**src/rtl/text_console_pkg.sv**
```systemverilog
// Shared types and constants for the text console writer.
//   state_t          : console FSM state encoding
//   LF/CR/BS/FF      : control codes handled by the decoder
//   PRINT_LO/HI      : printable character range (inclusive)
//   ADDR_W / DATA_W  : SDRAM channel address and data widths
package text_console_pkg;

  localparam int ADDR_W = 25;
  localparam int DATA_W = 8;

  typedef enum logic [3:0] {
    IDLE,
    DECODE,
    PUT,
    PUT_WAIT,
    SCR_RD,
    SCR_RD_WAIT,
    SCR_WR,
    SCR_WR_WAIT,
    BLANK,
    BLANK_WAIT,
    DONE
  } state_t;

  localparam logic [7:0] LF       = 8'h0A;
  localparam logic [7:0] CR       = 8'h0D;
  localparam logic [7:0] BS       = 8'h08;
  localparam logic [7:0] FF       = 8'h0C;
  localparam logic [7:0] PRINT_LO = 8'h20;
  localparam logic [7:0] PRINT_HI = 8'h7E;

  function automatic logic is_printable(input logic [7:0] c);
    return (c >= PRINT_LO) && (c <= PRINT_HI);
  endfunction

endpackage

```
**src/rtl/sdram_ch_req.sv**
```systemverilog
// Single-request SDRAM channel handshake.
// A one-cycle req launches a read or write: the strobe and address are
// registered and held until ch_busy has been seen high and then low. On the
// cycle busy is seen low the strobe drops, read data is captured and done
// pulses for one cycle. Reset drops the strobe asynchronously; an abandoned
// access is not retried.
// Ports:
//   clk_sys, rst_n        clock, async active-low reset
//   req, is_write         request pulse and direction (only taken while idle)
//   addr, wdata           request address and write data
//   done, rdata           completion pulse, captured read data
//   ch_addr/ch_wr/ch_rd/ch_din/ch_dout/ch_busy  channel pins
module sdram_ch_req
  import text_console_pkg::*;
(
  input  logic              clk_sys,
  input  logic              rst_n,
  input  logic              req,
  input  logic              is_write,
  input  logic [ADDR_W-1:0] addr,
  input  logic [DATA_W-1:0] wdata,
  output logic              done,
  output logic [DATA_W-1:0] rdata,
  output logic [ADDR_W-1:0] ch_addr,
  output logic              ch_wr,
  output logic              ch_rd,
  output logic [DATA_W-1:0] ch_din,
  input  logic [DATA_W-1:0] ch_dout,
  input  logic              ch_busy
);

  logic busy_seen_q;
  logic active;

  assign active = ch_wr | ch_rd;

  always_ff @(posedge clk_sys or negedge rst_n) begin
    if (!rst_n) begin
      ch_wr       <= 1'b0;
      ch_rd       <= 1'b0;
      ch_addr     <= '0;
      ch_din      <= '0;
      rdata       <= '0;
      done        <= 1'b0;
      busy_seen_q <= 1'b0;
    end else begin
      done <= 1'b0;
      if (!active) begin
        if (req) begin
          ch_wr       <= is_write;
          ch_rd       <= !is_write;
          ch_addr     <= addr;
          busy_seen_q <= 1'b0;
          if (is_write) ch_din <= wdata;
        end
      end else if (ch_busy) begin
        busy_seen_q <= 1'b1;
      end else if (busy_seen_q) begin
        ch_wr       <= 1'b0;
        ch_rd       <= 1'b0;
        done        <= 1'b1;
        busy_seen_q <= 1'b0;
        if (ch_rd) rdata <= ch_dout;
      end
    end
  end

endmodule

```
**src/rtl/text_console_writer.sv**
```systemverilog
// Text console writer: turns an ASCII byte stream into character-cell writes
// in the SDRAM screen buffer, with a COLS x ROWS cursor, newline, carriage
// return, backspace, line wrap and hardware scroll (copy rows up, blank the
// last row). Pulses dirty for one cycle when a command that wrote memory ends.
// Optional feature macro: TEXT_CONSOLE_CLEAR_EN -- form feed (0x0C) blanks
// the whole screen and homes the cursor; one clear also runs automatically
// after reset when mem_ready first rises.
// Ports:
//   clk_sys, rst_n                 clock, async active-low reset
//   mem_ready                      SDRAM initialised; gates acceptance
//   in_valid, in_data, in_ready    byte input handshake
//   ch_addr/ch_wr/ch_rd/ch_din/ch_dout/ch_busy  SDRAM channel
//   cursor_col, cursor_row         current cursor
//   dirty                          one-cycle buffer-changed pulse
//
// state       | meaning
// IDLE        | waiting for a byte (or the pending clear)
// DECODE      | classify latched byte, update cursor for controls
// PUT         | issue character / backspace-fill write
// PUT_WAIT    | wait write done, advance cursor for printables
// SCR_RD      | issue scroll read of cell i+COLS
// SCR_RD_WAIT | wait read data
// SCR_WR      | issue scroll write of cell i
// SCR_WR_WAIT | wait write done, next cell or blank last row
// BLANK       | issue FILL_CHAR write of cell i
// BLANK_WAIT  | wait write done, next cell or finish
// DONE        | pulse dirty if anything was written
module text_console_writer
  import text_console_pkg::*;
#(
  parameter int          COLS      = 40,
  parameter int          ROWS      = 30,
  parameter logic [24:0] BASE_ADDR = 25'h0002000,
  parameter logic [7:0]  FILL_CHAR = 8'h20
) (
  input  logic        clk_sys,
  input  logic        rst_n,
  input  logic        mem_ready,
  input  logic        in_valid,
  input  logic [7:0]  in_data,
  output logic        in_ready,
  output logic [24:0] ch_addr,
  output logic        ch_wr,
  output logic        ch_rd,
  output logic [7:0]  ch_din,
  input  logic [7:0]  ch_dout,
  input  logic        ch_busy,
  output logic [5:0]  cursor_col,
  output logic [4:0]  cursor_row,
  output logic        dirty
);

  localparam logic [10:0] LAST_IDX     = 11'(COLS * ROWS - 1);
  localparam logic [10:0] COPY_LAST    = 11'(COLS * (ROWS - 1) - 1);
  localparam logic [10:0] LAST_ROW_IDX = 11'(COLS * (ROWS - 1));
  localparam logic [10:0] COLS_W       = 11'(COLS);
  localparam logic [5:0]  LAST_COL     = 6'(COLS - 1);
  localparam logic [4:0]  LAST_ROW     = 5'(ROWS - 1);

  state_t      state_q, state_d;
  logic [7:0]  byte_q;
  logic [5:0]  col_q;
  logic [4:0]  row_q;
  logic [10:0] idx_q;
  logic [10:0] scr_idx_q;
  logic        wrote_q;
  logic        live_q;

  logic        req, req_wr;
  logic [24:0] req_addr;
  logic [7:0]  req_wdata;
  logic        done;
  logic [7:0]  rdata;

  logic        accept, clear_start, is_ff, put_print;

`ifdef TEXT_CONSOLE_CLEAR_EN
  logic clear_pend_q;
  always_ff @(posedge clk_sys or negedge rst_n) begin
    if (!rst_n)           clear_pend_q <= 1'b1;
    else if (clear_start) clear_pend_q <= 1'b0;
  end
  assign clear_start = (state_q == IDLE) && mem_ready && live_q && clear_pend_q;
  assign is_ff       = (byte_q == FF);
`else
  assign clear_start = 1'b0;
  assign is_ff       = 1'b0;
`endif

  // live_q keeps in_ready low through reset even when mem_ready is already high
  assign in_ready   = (state_q == IDLE) && mem_ready && live_q && !clear_start;
  assign accept     = in_valid && in_ready;
  assign put_print  = is_printable(byte_q);
  assign dirty      = (state_q == DONE) && wrote_q;
  assign cursor_col = col_q;
  assign cursor_row = row_q;

  always_ff @(posedge clk_sys or negedge rst_n) begin
    if (!rst_n) state_q <= IDLE;
    else        state_q <= state_d;
  end

  always_comb begin
    state_d   = state_q;
    req       = 1'b0;
    req_wr    = 1'b0;
    req_addr  = '0;
    req_wdata = '0;
    unique case (state_q)
      IDLE: begin
        if (clear_start)  state_d = BLANK;
        else if (accept)  state_d = DECODE;
      end
      DECODE: begin
        if (put_print)                          state_d = PUT;
        else if ((byte_q == BS) && (col_q != '0)) state_d = PUT;
        else if ((byte_q == LF) && (row_q == LAST_ROW)) state_d = SCR_RD;
        else if (is_ff)                         state_d = BLANK;
        else                                    state_d = DONE;
      end
      PUT: begin
        req       = 1'b1;
        req_wr    = 1'b1;
        req_addr  = BASE_ADDR + 25'(idx_q);
        req_wdata = put_print ? byte_q : FILL_CHAR;
        state_d   = PUT_WAIT;
      end
      PUT_WAIT: begin
        if (done) begin
          if (put_print && (col_q == LAST_COL) && (row_q == LAST_ROW)) state_d = SCR_RD;
          else                                                       state_d = DONE;
        end
      end
      SCR_RD: begin
        req      = 1'b1;
        req_addr = BASE_ADDR + 25'(scr_idx_q) + 25'(COLS_W);
        state_d  = SCR_RD_WAIT;
      end
      SCR_RD_WAIT: begin
        if (done) state_d = SCR_WR;
      end
      SCR_WR: begin
        req       = 1'b1;
        req_wr    = 1'b1;
        req_addr  = BASE_ADDR + 25'(scr_idx_q);
        req_wdata = rdata;
        state_d   = SCR_WR_WAIT;
      end
      SCR_WR_WAIT: begin
        if (done) state_d = (scr_idx_q == COPY_LAST) ? BLANK : SCR_RD;
      end
      BLANK: begin
        req       = 1'b1;
        req_wr    = 1'b1;
        req_addr  = BASE_ADDR + 25'(scr_idx_q);
        req_wdata = FILL_CHAR;
        state_d   = BLANK_WAIT;
      end
      BLANK_WAIT: begin
        if (done) state_d = (scr_idx_q == LAST_IDX) ? DONE : BLANK;
      end
      DONE:    state_d = IDLE;
      default: state_d = IDLE;
    endcase
  end

  // Cursor, scroll index and written flag. The scroll copy continues straight
  // into the last-row blank, so BLANK always ends at the final cell; a full
  // clear simply starts that walk from cell 0.
  always_ff @(posedge clk_sys or negedge rst_n) begin
    if (!rst_n) begin
      live_q    <= 1'b0;
      byte_q    <= '0;
      col_q     <= '0;
      row_q     <= '0;
      idx_q     <= '0;
      scr_idx_q <= '0;
      wrote_q   <= 1'b0;
    end else begin
      live_q <= 1'b1;
      if (req && req_wr)          wrote_q <= 1'b1;
      else if (state_q == DONE)   wrote_q <= 1'b0;
      case (state_q)
        IDLE: begin
          if (clear_start) begin
            col_q     <= '0;
            row_q     <= '0;
            idx_q     <= '0;
            scr_idx_q <= '0;
          end else if (accept) begin
            byte_q <= in_data;
          end
        end
        DECODE: begin
          if (byte_q == LF) begin
            col_q <= '0;
            if (row_q != LAST_ROW) begin
              row_q <= row_q + 5'd1;
              idx_q <= idx_q - {5'd0, col_q} + COLS_W;
            end else begin
              idx_q     <= LAST_ROW_IDX;
              scr_idx_q <= '0;
            end
          end else if (byte_q == CR) begin
            col_q <= '0;
            idx_q <= idx_q - {5'd0, col_q};
          end else if ((byte_q == BS) && (col_q != '0)) begin
            col_q <= col_q - 6'd1;
            idx_q <= idx_q - 11'd1;
          end else if (is_ff) begin
            col_q     <= '0;
            row_q     <= '0;
            idx_q     <= '0;
            scr_idx_q <= '0;
          end
        end
        PUT_WAIT: begin
          if (done && put_print) begin
            if (col_q != LAST_COL) begin
              col_q <= col_q + 6'd1;
              idx_q <= idx_q + 11'd1;
            end else begin
              col_q <= '0;
              if (row_q != LAST_ROW) begin
                row_q <= row_q + 5'd1;
                idx_q <= idx_q + 11'd1;
              end else begin
                idx_q     <= LAST_ROW_IDX;
                scr_idx_q <= '0;
              end
            end
          end
        end
        SCR_WR_WAIT, BLANK_WAIT: begin
          if (done) scr_idx_q <= scr_idx_q + 11'd1;
        end
        default: ;
      endcase
    end
  end

  sdram_ch_req u_ch (
    .clk_sys  (clk_sys),
    .rst_n    (rst_n),
    .req      (req),
    .is_write (req_wr),
    .addr     (req_addr),
    .wdata    (req_wdata),
    .done     (done),
    .rdata    (rdata),
    .ch_addr  (ch_addr),
    .ch_wr    (ch_wr),
    .ch_rd    (ch_rd),
    .ch_din   (ch_din),
    .ch_dout  (ch_dout),
    .ch_busy  (ch_busy)
  );

endmodule
```
**config.mk**
```make
export PLATFORM = sky130hd
export DESIGN_NAME = text_console_writer
export DESIGN_NICKNAME = d
export VERILOG_FILES = /design/src/rtl/text_console_pkg.sv /design/src/rtl/sdram_ch_req.sv /design/src/rtl/text_console_writer.sv
export SDC_FILE = /design/constraint.sdc
export NUM_CORES = 1
export LEC_CHECK = 0
export BUFFER_PORTS_ARGS = -buffer_cell sky130_fd_sc_hd__buf_2
export CAP_MARGIN = 20
export CORE_MARGIN = 2
export CORE_UTILIZATION = 35
export CTS_BUF_LIST = sky130_fd_sc_hd__clkbuf_8
export CTS_CLUSTER_DIAMETER = 100
export CTS_CLUSTER_SIZE = 12
export DETAILED_ROUTE_END_ITERATION = 10
export HOLD_SLACK_MARGIN = 0.15
export RECOVER_POWER = 50
export SYNTH_ARGS = -nofsm -noshare
export SYNTH_HDL_FRONTEND = slang
export SYNTH_SLANG_ARGS = --single-unit
```
**constraint.sdc**
```tcl
create_clock -name clk_sys -period 4.1 [get_ports clk_sys]
set_input_delay 0.615 -clock clk_sys [delete_from_list [all_inputs] [get_ports clk_sys]]
set_output_delay 0.615 -clock clk_sys [all_outputs]
set_load 0.03 [all_outputs]
```
==> impl_metrics.ini, run 1 <==
[route]
num_vias = 5278
ant_nets = 0
drtPass1Iterations = 4
routed_wl_um = 15800
dr.first_iter.drc_count = 420
route.detailed.drc = 0
wl_per_cell_um = 17.1
viasPerCell = 5.71

[yosys]
yosys-top-cells-count = 80 x dfrtp_1, 73 x nand2_1, 62 x nor2_1, 60 x o21ai_0, 34 x clkbuf_1
yosys_warnings = 0
ys_top_cells_by_area = dfrtp_1 35%, o21ai_0 5.3%, nand2_1 4.8%
synth.cell_area_mm2 = 0.00567
synth_top_area_share_pct = 35.3
synth_edf_count = 0
synth_flop_cell = dfrtp_1
yosys.area.top_type = dfrtp_1
async_flop_share_pct = 100
ys_seq_area_share_pct = 35.3
synthCells = 670
ys_ff_latch = 80
syn_area_per_cell_um2 = 8.47
synth.most_common_cell = dfrtp_1
yosysUniqueCellTypes = 83

[hold_path]
min_path_cells = 2
min-delay-path-class = in2reg

[critical_path]
worstPathRequired_ps = 4400
reg2reg_depth = 13
cp_slowest_stage_delay_ps = 420
crit_family = adder cells
cp_max_fo = 5
crit_cells = 13
endpoint_kind = register
crit_type = reg2reg
crit_chain = inv_1 -> ha_1 -> fa_1 -> nand2b_1 -> a21oi_1 -> xor2_1 -> ha_1 -> and2_1 -> o2111ai_1 -> a211oi_1 -> nor4_1 -> o31a_1 -> nor3_1
crit_slowest_cell = fa_1
cp-start-kind = register
cpMostUsedCell = ha_1
worst-path-buf-inv = 1
cp.arrival_ps = 3670

[final_layout]
seqCellArea_mm2 = 0.00200
multi_input_area_mm2 = 0.00337
final_cells = 924
antenna_cells = 0
fin_nets = 741
fillers = 1684
post-route-util_pct = 39.4
syn2layout_area_growth_pct = 10.3
drive_gt1_share_pct = 15.0

[global_routing]
grt_use_total_pct = 18.4
grt_first_pass_wirelength_um = 25800
grt_max_degree = 81
first_global_vias = 5059
antenna_found_initial = 0
grt_overflow = 0

[pwr]
combPwrFrac_pct = 58.8
swShare_pct = 50.9
p_total_uw = 4970
ir_drop_mv = 0.384
power_density_mw_per_mm2 = 793
power.share.clock_pct = 12.7
p_int_uw = 2440
power.switching_uw = 2530
power_frac_seq_pct = 28.4
p_leak_uw = 0.00268

[clock_network]
numClockSinks = 80
clock_path_buffers = 2
cts_tree = built
worstSkewPairLatency_ps = 380
cts_buffers = 9
clk_pin_slew_ps = 90
cts_root_buf = clkbuf_8
cts-htree-levels = 3

[sta]
finalWorstSetupSlack_ps = 732
skew_ps = 16.1
rsz0062_at_grt = false
period_share_pct = 82.2
finalSetupViolations = 0
tightest_slew_ps = 1720
hold_violations = 0
tns_ps = 0
max-slew-margin-rel_pct = -14.7
slew_viol_final = 69
clock.fmax_ghz = 0.297
period_needed_ps = 3370

[die]
die-width_um = 131
io_pins = 69
coreArea_mm2 = 0.0159
rows = 46
fp.dieArea_mm2 = 0.0172
start_util_pct = 35.7
die_h_um = 131

[placed_design]
dpl.hpwl_um = 11700
place_inst = 906
numPortBuffers = 56
place_congestion = 0.918
pre_cts_ws_ps = 751

[run]
cap_violations = 1

[run_status]
status = finished with violations
violations = max-capacitance violations, max-slew violations
[final cells by class]
type                       instances  share of cell area [%]
tap                              216                    4.32
clock inverter                     5                   0.879
sequential                        80                    32.0
inverter                          21                    1.28
multi-input combinational        527                    53.9
timing repair buffer              64                    5.28
clock buffer                      11                    2.42
[logic make-up (layout without fill, tap and decap cells)]
group / count (synthesis) / after routing / synth area share [%]
AOI/OAI and AO/OA: 201 / 201 / 24.7
adders and majority gates: 17 / 17 / 3.88
xor gates and xnor gates: 15 / 15 / 2.32
DFF: 80 / 80 / 35.3
buffers and inverters: 74 / 101 / 6.02
other: 2 / 13 / 0.132
and+or+nand+nor: 259 / 259 / 23.3
muxes: 22 / 22 / 4.37
[stage by stage]
stage / instance area [um^2] / hold WS [ps]
3_5_place_dp: 6050 / 450
3_3_place_gp: 6050 / 443
6_report: 6260 / 463
2_1_floorplan: 5720 / 319
4_1_cts: 6260 / 446
5_1_grt: 6260 / 457
[cells in the final DEF (no fill, tap or decap), types with 11 or more instances in the layout]
master	n
clkbuf_8	11
a21oi_1	23
a22oi_1	13
nand4_1	12
nor3_1	18
nand3_1	21
ha_1	16
nand2_1	73
conb_1	13
o21ai_0	59
inv_1	21
nor2_1	62
dfrtp_1	80
and3_1	12
buf_2	48
mux2_2	18
[state kept, by name, indices dropped and copies added, names as in the netlist]
signal	cells
byte_q	8
cursor_col	6
cursor_row	5
idx_q	11
live_q	1
scr_idx_q	11
state_q	4
u_ch.busy_seen_q	1
u_ch.ch_addr	13
u_ch.ch_din	8
u_ch.ch_rd	1
u_ch.ch_wr	1
u_ch.done	1
u_ch.rdata	8
wrote_q	1
[layer usage]
layer | global-route usage (%) | wire (um) | up-vias
met2 | 29.8 | 7490 | 165
met4 | 8.88 | 464 | 0
met1 | 23.8 | 7130 | 2559
met3 | 3.01 | 744 | 33
met5 | 0 | 0 | -
li1 | - | - | 2521
[worst paths after layout]
path	from	endpoint	slack, ps
min	in_data[7]	byte_q[7]$_DFFE_PN0P_	460
max	idx_q[0]$_DFFE_PN0P_	idx_q[7]$_DFFE_PN0P_	730
min in group asynchronous	rst_n	idx_q[7]$_DFFE_PN0P_	800
max in group asynchronous	rst_n	cursor_row[1]$_DFFE_PN0P_	1140
max reg2reg	idx_q[0]$_DFFE_PN0P_	idx_q[7]$_DFFE_PN0P_	730
min reg2reg	u_ch.ch_addr[13]$_DFFE_PN0P_	u_ch.ch_addr[13]$_DFFE_PN0P_	480
[power by group through the flow]
stage	logic (uW)	registers (uW)	clock network (uW)
2_1_floorplan	2210	1380	0
3_3_place_gp	2850	1400	0
3_5_place_dp	2890	1420	0
4_1_cts	2900	1410	648
5_1_grt	3240	1460	685
6_report	2920	1410	632
[timing repair]
| item | in CTS | in global routing |
|---|---|---|
| gates resized for setup | 0 | 0 |
| endpoints found under the setup margin | 0 | 0 |
| hold buffers | 0 | 1 |
| buffers inserted | 0 | 0 |
| endpoints found under the hold margin | 0 | 12 |
No activity file was read; power rests on OpenSTA's default activity.
==> inputs of run 2 (changes only) <==
==> constraint.sdc (replaced) <==
create_clock -name clk_sys -period 2.8 [get_ports clk_sys]
set_input_delay 0.42 -clock clk_sys [delete_from_list [all_inputs] [get_ports clk_sys]]
set_output_delay 0.42 -clock clk_sys [all_outputs]
set_load 0.03 [all_outputs]
==> impl_metrics.ini, run 2 (same netlist as run 1, synthesis figures left out) <==
[placed_design]
dpl.hpwl_um = 12600
place_congestion = 0.933
numPortBuffers = 56
dpl_cell_area_mm2 = 0.00649
place_inst = 951

[critical_path]
endpoint_kind = register
crit_type = reg2reg
worstPathRequired_ps = 3110
cp-start-kind = register
cp.arrival_ps = 3150
cp_max_fo = 3

[final_layout]
antenna_cells = 0
final_common_cell = dfrtp_1
final_cells = 972
top_regs = u_ch.ch_addr: 13 flops, idx_q: 11 flops, scr_idx_q: 11 flops
final_cell_mix = 74 x dfrtp_1, 73 x nand2_1, 60 x nor2_1
stdcell_area_mm2 = 0.00680
largest_reg_flops = 13
drive_gt1_share_pct = 24.5
largest-register = u_ch.ch_addr
fin_nets = 789
syn2layout_area_growth_pct = 19.8

[sta]
hold_violations = 0
period_needed_ps = 2840
skew_ps = 17.0
slew_viol_final = 0
clock.fmax_ghz = 0.352
rsz0062_at_grt = true
finalSetupViolations = 1
max-slew-margin-rel_pct = 4.25
tightest_slew_ps = 1440
period_share_pct = 101
finalWorstSetupSlack_ps = -38.2

[route]
wl_met2_um = 8240
routed_wl_um = 16800
wl_per_cell_um = 17.3
route.detailed.drc = 0
top_layer = met4
num_vias = 5594
ant_nets = 0
drtPass1Iterations = 5
met3_length_um = 949
dr.first_iter.drc_count = 462
wl_met1_um = 7320
viasPerCell = 5.76

[die]
die-width_um = 131
rows = 46
coreArea_mm2 = 0.0159
die_h_um = 131
io_pins = 69
fp.dieArea_mm2 = 0.0172
start_util_pct = 35.7

[clock_network]
cts_buffers = 9
cts_root_buf = clkbuf_8
numClockSinks = 80
cts-htree-levels = 3
clk_pin_slew_ps = 100
clock_path_buffers = 2
cts_tree = built
worstSkewPairLatency_ps = 380

[pwr]
ir_drop_mv = 0.529
power_density_mw_per_mm2 = 1250
p_leak_uw = 0.00294

[global_routing]
grt_max_degree = 55
grt_first_pass_wirelength_um = 27400
grt_overflow = 0
antenna_found_initial = 0
first_global_vias = 5393
grt_use_total_pct = 19.3

[run_status]
violations = negative setup slack
status = finished with violations

[run]
cap_violations = 0

[hold_path]
min-delay-path-class = in2reg
## run 2: final timing paths
check                                              from                           end  slack [ps]  cells past startpoint
max                           cursor_col[0]$_DFFE_PN0P_          idx_q[7]$_DFFE_PN0P_         -40                     12
min                                          ch_dout[6]     u_ch.rdata[6]$_DFFE_PN0P_         270                      2
max reg2reg                   cursor_col[0]$_DFFE_PN0P_          idx_q[7]$_DFFE_PN0P_         -40                     12
min reg2reg                u_ch.ch_addr[13]$_DFFE_PN0P_  u_ch.ch_addr[13]$_DFFE_PN0P_         470                      1
max in group asynchronous                         rst_n    u_ch.ch_din[6]$_DFFE_PN0P_         550                      3
min in group asynchronous                         rst_n   u_ch.ch_addr[3]$_DFFE_PN0P_         900                      2
## run 2: final cells by class
class,count,area [um^2]
Inverter,21,80.1
Clock inverter,7,103
Multi-Input combinational cell,527,3520
Timing Repair Buffer,112,689
Tap cell,216,270
Clock buffer,9,124
Sequential cell,80,2010
Fill cell,1620,9080
## run 2: where the power goes
part / internal (uW) / switching (uW) / total (uW)
clock: 513 / 500 / 1010
combinational: 2340 / 3260 / 5600
sequential: 1500 / 369 / 1870
## run 2: per-layer routing
layer  track usage, %  vias up
met5                0        -
met2             33.1      217
met3             3.09       32
met1             24.7     2721
met4             7.07        0
li1                 -     2624
## run 2: critical path, stage by stage, from the launching register on
cell and delay [ps]:
dfrtp_2 440, ha_4 170, fa_2 360, nand2b_4 180, a21oi_4 160, xor2_2 220, ha_2 220, and2_4 150
o2111ai_4 130, a211oi_2 250, nor4_1 80, o31a_1 240, nor3_1 170
## run 2: what timing repair did
action | in CTS | in global routing
hold buffers | 1 | 0
endpoints found under the setup margin | 2 | 3
hold endpoints to repair | 51 | 0
resized for setup | 5 | 10
pin swaps | 4 | 1
buffers inserted | 3 | 1
## run 2: through the flow
stage / setup slack (ps) / power, uW / hold WS (ps) / utilization [%] / setup TNS (ps)
floorplan: -56.6 / 5480 / 124 / - / -57.9
CTS: -20.9 / 8320 / 249 / 42.7 / -41.7
detailed placement: -82.7 / 7120 / 449 / 40.8 / -90.5
global route: -103 / 9090 / 258 / 42.8 / -186
finish: -38.2 / 8480 / 267 / 42.8 / -38.2
global placement: 34.0 / 7030 / 444 / 40.8 / 0
